--- config.mk ---
export PLATFORM = sky130hd
export DESIGN_NAME = alu_in
export DESIGN_NICKNAME = d
export VERILOG_FILES = /design/src/rtl/alu_pkg.sv /design/src/rtl/alu_core.sv /design/src/rtl/alu_in.sv
export SDC_FILE = /design/constraint.sdc
export NUM_CORES = 1
export LEC_CHECK = 0
export BUFFER_PORTS_ARGS = -buffer_cell sky130_fd_sc_hd__buf_2
export CAP_MARGIN = 20
export CORE_MARGIN = 10
export CORE_UTILIZATION = 25
export DETAILED_ROUTE_END_ITERATION = 6
export GPL_ROUTABILITY_DRIVEN = 1
export MAX_ROUTING_LAYER = met4
export PLACE_DENSITY = 0.47
export SLEW_MARGIN = 10
export SYNTH_ARGS = -nofsm -noshare
export SYNTH_HDL_FRONTEND = slang
export SYNTH_HIERARCHICAL = 1
export SYNTH_SLANG_ARGS = --single-unit
--- constraint.sdc ---
create_clock -name clk -period 4.3 [get_ports clk]
set_clock_uncertainty 0.2 [all_clocks]
set_input_delay 0.645 -clock clk [delete_from_list [all_inputs] [get_ports clk]]
set_output_delay 0.645 -clock clk [all_outputs]
set_load 0.005 [all_outputs]
--- src/rtl/alu_pkg.sv ---
// Shared types for the execute-stage ALU: width default, opcode encoding and flag bundle.
package alu_pkg;

    localparam int ALU_WIDTH = 16;

    typedef enum logic [2:0] {
        OP_ADD = 3'b000,
        OP_SUB = 3'b001,
        OP_AND = 3'b010,
        OP_OR  = 3'b011,
        OP_XOR = 3'b100,
        OP_NOT = 3'b101,
        OP_SHL = 3'b110,
        OP_SLT = 3'b111
    } opcode_e;

    typedef struct packed {
        logic carry;
        logic zero;
        logic neg;
        logic ovf;
    } flags_t;

endpackage

--- src/rtl/alu_core.sv ---
// Purely combinational ALU: result and status flags from two operands and an opcode.
module alu_core
    import alu_pkg::*;
#(
    parameter int WIDTH = ALU_WIDTH
) (
    input  logic [WIDTH-1:0] aa,
    input  logic [WIDTH-1:0] bb,
    input  opcode_e          op,
    output logic [WIDTH-1:0] res,
    output flags_t           fl
);

    logic [WIDTH:0] ext;
    logic [WIDTH:0] shl_ext;

    always_comb begin
        // NOTE: every output gets a default first so no path leaves one unassigned (no latch).
        res      = '0;
        fl       = '0;
        ext      = '0;
        shl_ext  = '0;
        case (op)
            OP_ADD: begin
                ext      = {1'b0, aa} + {1'b0, bb};
                res      = ext[WIDTH-1:0];
                fl.carry = ext[WIDTH];
                fl.ovf   = (aa[WIDTH-1] == bb[WIDTH-1]) && (res[WIDTH-1] != aa[WIDTH-1]);
            end
            OP_SUB: begin
                // Carry-out of aa + ~bb + 1 is 1 when there is no borrow, so invert it.
                ext      = {1'b0, aa} + {1'b0, ~bb} + {{WIDTH{1'b0}}, 1'b1};
                res      = ext[WIDTH-1:0];
                fl.carry = ~ext[WIDTH];
                fl.ovf   = (aa[WIDTH-1] != bb[WIDTH-1]) && (res[WIDTH-1] != aa[WIDTH-1]);
            end
            OP_AND: res = aa & bb;
            OP_OR:  res = aa | bb;
            OP_XOR: res = aa ^ bb;
            OP_NOT: res = ~aa;
            OP_SHL: begin
                // One spare bit above the result catches the last bit shifted out.
                shl_ext  = {1'b0, aa} << bb[3:0];
                res      = shl_ext[WIDTH-1:0];
                fl.carry = shl_ext[WIDTH];
            end
            OP_SLT: res = {{(WIDTH-1){1'b0}}, ($signed(aa) < $signed(bb))};
            default: res = '0;
        endcase
        fl.zero = (res == '0);
        fl.neg  = res[WIDTH-1];
    end

endmodule

--- src/rtl/alu_in.sv ---
// Execute-stage ALU: one-cycle registered result and flags, synchronous active-low reset.
module alu_in
    import alu_pkg::*;
#(
    parameter int WIDTH = ALU_WIDTH
) (
    input  logic             clk,
    input  logic             rst_n,
    input  logic [WIDTH-1:0] aa,
    input  logic [WIDTH-1:0] bb,
    input  logic [2:0]       op,
    output logic [WIDTH-1:0] sum,
    output logic             carry,
    output logic             zero,
    output logic             neg,
    output logic             ovf
);

    logic [WIDTH-1:0] res;
    flags_t           fl;

    alu_core #(.WIDTH(WIDTH)) u_core (
        .aa  (aa),
        .bb  (bb),
        .op  (opcode_e'(op)),
        .res (res),
        .fl  (fl)
    );

    always_ff @(posedge clk) begin
        // NOTE: non-blocking assignments for all registered state.
        if (!rst_n) begin
            sum   <= '0;
            carry <= 1'b0;
            zero  <= 1'b1;
            neg   <= 1'b0;
            ovf   <= 1'b0;
        end else begin
            sum   <= res;
            carry <= fl.carry;
            zero  <= fl.zero;
            neg   <= fl.neg;
            ovf   <= fl.ovf;
        end
    end

endmodule

=== Word-level counts from Yosys, hierarchy flattened ===
Index checks and enable logic that the tools add are counted.

* Register bits: 20
* Output and inout port bits: 20
* Input port bits: 37
* Word-level logic and storage cells: 34

* Bitwise logic cells: 6
* Reduce and logical (&&, ||, !) cells: 4
* Muxes and demuxes: 3
* $add $sub $neg: 3
* Magnitude comparators: 1
* Eq/ne operators: 11
* Shift operators: 1

{| class="wikitable"
|+ Operators with widths
! cell !! count
|-
| $pmux 16 s8 || 1
|-
| $add 16x16->17 || 2
|-
| $not 16->16 || 2
|-
| $add 17x1->17 const B || 1
|-
| $shl 16x4->17 || 1
|-
| $and 16x16->16 || 1
|-
| $logic_not 16->1 || 1
|-
| $lt 16x16->1 || 1
|-
| $or 16x16->16 || 1
|-
| $xor 16x16->16 || 1
|-
| $eq 3x3->1 const B || 4
|-
| $eq 3x2->1 const B || 2
|-
| $eq 3x1->1 const B || 1
|-
| $logic_not 3->1 || 1
|-
| $ne 1x1->1 || 3
|-
| $pmux 1 s3 || 1
|-
| $logic_and 1x1->1 || 2
|-
| $pmux 1 s2 || 1
|-
| $eq 1x1->1 || 1
|-
| $not 1->1 || 1
|}

=== Depth between registers and ports, before layout ===
* Word-level depth: 6
* Depth in mapped cells: 14
* Mapped depth without buffers: 14

=== Cells and area by module ===
Netlist, hierarchy kept.

{| class="wikitable"
|+ Modules (own cells, without submodules)
! module !! sequential area each (um^2) !! times used !! cells each !! area an instance (um^2)
|-
| alu_core || 0.0 || 1 || 511 || 3589.7
|-
| alu_in || 400.4 || 1 || 42 || 535.5
|}

=== Least setup slack after synthesis ===
OpenSTA, ideal clock, no wires.

* Kind: input to register
* Start point: in bb[2]
* End point: reg zero
* Data arrival time: 3389 ps
* Path slack: 652 ps
* Cell stages on the path: 14
* Path buffers: 2
* Cells stage by stage: inv_2 -> buf_1 -> ha_1 -> buf_2 -> inv_1 -> o221ai_1 -> a21o_1 -> a2111oi_0 -> o22ai_1 -> xnor2_1 -> o211ai_1 -> or4_1 -> nor3_2 -> nand2b_1

{| class="wikitable"
|+ RTL lines
! element !! RTL line !! text
|-
| start: declaration || alu_in.sv:10 || <nowiki>input logic [WIDTH-1:0] bb,</nowiki>
|-
| end signal: assignment || alu_in.sv:41 || <nowiki>zero <= fl.zero;</nowiki>
|-
| end: declaration || alu_in.sv:14 || <nowiki>output logic zero,</nowiki>
|}

==> metrics.csv <==
stage,metric,value,unit
status,status,"complete, no violations",
routing,wl_met2,7080,um
power_and_ir_drop,comb_power_share,57.6,%
yosys,async_flop_share,0,%
cells_and_area,finalCoreUtilization,29.3,%
routing,wl_met1,7710,um
power_and_ir_drop,p_seq_share,21.4,%
routing,top_layer_used,met4,
power_and_ir_drop,cell_internal_pwr,0.000558,W
clocking,cts_resized,0,
cells_and_area,instances_no_fill,805,
yosys,ys_seq_area_share,9.71,%
die,dieHeight,148,um
sta,final_hold_viol_count,0,
power_and_ir_drop,power_density,206,mW/mm^2
die,row_count,46,
setup_path,critPathKind,primary input to flop,
power_and_ir_drop,irDropWorstVdd,0.120,mV
cells_and_area,area_growth,13.5,%
routing,vias,4549,
yosys,synth_largest_area_cell,ha_1,
grt,groute.usage.overall,14.7,%
power_and_ir_drop,pwr-share-clk,21.0,%
yosys,synthDistinctLibCells,77,
die,start_util,25.8,%
setup_path,critPathLaunchType,primary input,
clocking,cts_buffer_depth,2,
yosys,netlist_instances,553,
setup_path,max_stage_delay,630,ps
sta,post-route-period-util,92.7,%
clocking,clockRootBuffer,clkbuf_16,
sta,grt_setup_unrepaired,no,
setup_path,worst-path-max-fanout,14,
yosys,synthesis.nets,641,
place,io_buffer_count,56,
grt,antenna_found_initial,1,
yosys,synth_area,0.00413,sq mm
routing,viasPerCell,5.65,
grt,grt_max_degree,50,
yosys,synth_top_area_share,14.9,%
place,placed_cells,800,
die,die-area,0.0220,sq mm
cells_and_area,final.fill_count,1821,
die,die_w,148,um
routing,routedWlPerCell,20.6,um
power_and_ir_drop,totalPowerFinal,0.000967,W
yosys,avgSynthCellArea,7.46,sq um
clocking,cts_setup_buffers,0,
sta,finalSetupViolCount,0,
clocking,cts_tree,yes,
routing,ant_nets,0,
power_and_ir_drop,leakage,2.05,nW
clocking,clkTransAtPathRegs,50,ps
clocking,clkSinkCount,20,
routing,drc,0,
routing,firstDrtPassIters,5,
grt,grt_overflow_total,0,
yosys,synth_edf_count,0,
power_and_ir_drop,swShare,42.3,%
yosys,yosysWarnings,6,
yosys,ys.flop_type,dfxtp_1,
setup_path,crit_path_end_kind,flop,
routing,drtIter0Drc,648,
cells_and_area,nets,677,
setup_path,arrival,3980,ps
yosys,synth_area_leaders,"ha_1, dfxtp_1, mux2i_1",
sta,finalSetupTns,0,ps
routing,met3WireLength,1440,um
routing,wirelength,16600,um
power_and_ir_drop,switching_power,0.000408,W
die,io_pins,57,
clocking,htreeDepth,1,
sta,finalMaxSlewViolations,0,
grt,grt_pass1_vias,4331,
yosys,ys_seq_elements,20,
grt,grt_pass1_wl,25400,um
clocking,numCtsBuffers,3,
cells_and_area,drive_gt1_share,17.0,%
place,post-place-ws,121,ps
sta,fin_crit,3990,ps
setup_path,crit_chain,buf_2 -> inv_2 -> ha_1 -> nor2_1 -> o221ai_1 -> a31oi_1 -> a221oi_2 -> o41ai_1 -> mux2i_1 -> o211ai_1 -> or3_1 -> nor3_2 -> nand2b_1,
place,globalplace.congestion,0.974,
setup_path,required,4290,ps
run,cap_violations,0,
sta,setup_ws,312,ps
setup_path,cp_slowest_cell,o41ai_1,
place,dp_hpwl,13200,um
sta,slew_headroom,26.7,%
hold_path,hold_class,primary input to flop,
sta,fmax,0.251,GHz
clocking,hold_buffers,0,
sta,tightest_slew,1090,ps
die,core-area,0.0160,sq mm
## routing by layer
layer	global-route usage (%)	vias to the layer above
met5	-	-
met4	3.72	0
met3	2.94	21
met2	21.5	240
met1	20.1	2180
li1	-	2108
## critical path, delay by kind of cell
kind / cells / cell delay [ps]
adders and majority gates: 1 / 320
and+or+nand+nor: 4 / 820
muxes: 1 / 290
AOI/OAI and AO/OA: 5 / 1530
buffers and inverters: 2 / 380
## worst paths after layout
path	slack, ps	start	endpoint	cells after the start
worst min-delay path	540	rst_n	zero$_SDFF_PN1_	2
worst max-delay path	310	bb[1]	zero$_SDFF_PN1_	13
## through the flow
step	hold WS [ps]	cell area, sq um
6_report	538	4680
5_1_grt	572	4680
2_1_floorplan	666	4130
3_3_place_gp	802	4590
3_5_place_dp	794	4590
4_1_cts	537	4680
## flip-flops by register name, indices dropped and copies added, names as in the netlist
name / flops
sum: 16
carry: 1
neg: 1
ovf: 1
zero: 1
## placed cells by master (no fill, tap or decap), types with 6 or more instances in the layout
cell | Yosys | final
o22ai_1 | 13 | 13
ha_1 | 49 | 49
o211ai_1 | 7 | 7
nor2_1 | 45 | 45
buf_2 | 21 | 56
mux4_2 | 7 | 7
a21o_1 | 6 | 6
nand2_1 | 28 | 28
nor3_1 | 17 | 17
o221ai_1 | 10 | 10
a221oi_1 | 8 | 8
nand2b_1 | 11 | 11
buf_4 | 1 | 13
xnor2_1 | 11 | 11
a211oi_1 | 12 | 12
dfxtp_1 | 20 | 20
mux2i_1 | 22 | 22
nand3_1 | 14 | 14
o21ai_0 | 25 | 25
nor2b_1 | 12 | 12
o21ai_1 | 8 | 8
inv_1 | 46 | 46
a21oi_1 | 32 | 32
and2_1 | 21 | 21
## power groups by stage
stage	registers (W)	clock network, W	logic (W)
floorplan	0.000214	0	0.000366
global placement	0.000210	0	0.000545
detailed placement	0.000211	0	0.000543
CTS	0.000207	0.000209	0.000546
global route	0.000208	0.000217	0.000604
finish	0.000207	0.000203	0.000557
## Yosys cell counts (4+ instances only)
cell	count
a221oi_1	8
o22ai_1	13
o211ai_1	7
or3_1	5
nand2b_1	11
a21oi_1	32
o21ai_0	25
xnor2_1	11
ha_1	49
nand2_1	28
o21ai_1	8
inv_2	4
nor4_1	5
nand3_1	14
mux4_2	7
dfxtp_1	20
inv_1	46
clkbuf_1	13
nor3_1	17
a211oi_1	12
o221ai_1	10
buf_2	21
nor2b_1	12
a31oi_1	5
a21o_1	6
and2_1	21
nor2_1	45
mux2i_1	22
a221o_1	5
## kinds of logic (layout without fill, tap and decap cells)
family	after synthesis	count (layout)	share of synthesized area [%]
and+or+nand+nor	171	171	21.4
buffers and inverters	89	124	9.46
xor gates and xnor gates	12	12	2.55
other	0	1	0
adders and majority gates	51	51	15.8
DFF	20	20	9.71
muxes	33	33	10.6
AOI/OAI and AO/OA	177	177	30.5
## layout make-up
class                      count  area [sq um]  area share (%)
clock buffer                   4          88.8            1.90
tap                          216           270            5.77
antenna                        1          2.50          0.0534
sequential                    20           400            8.55
timing repair buffer          70           398            8.50
multi-input combinational    444          3330            71.2
inverter                      50           188            4.01
(Power assumes the default switching activity.)
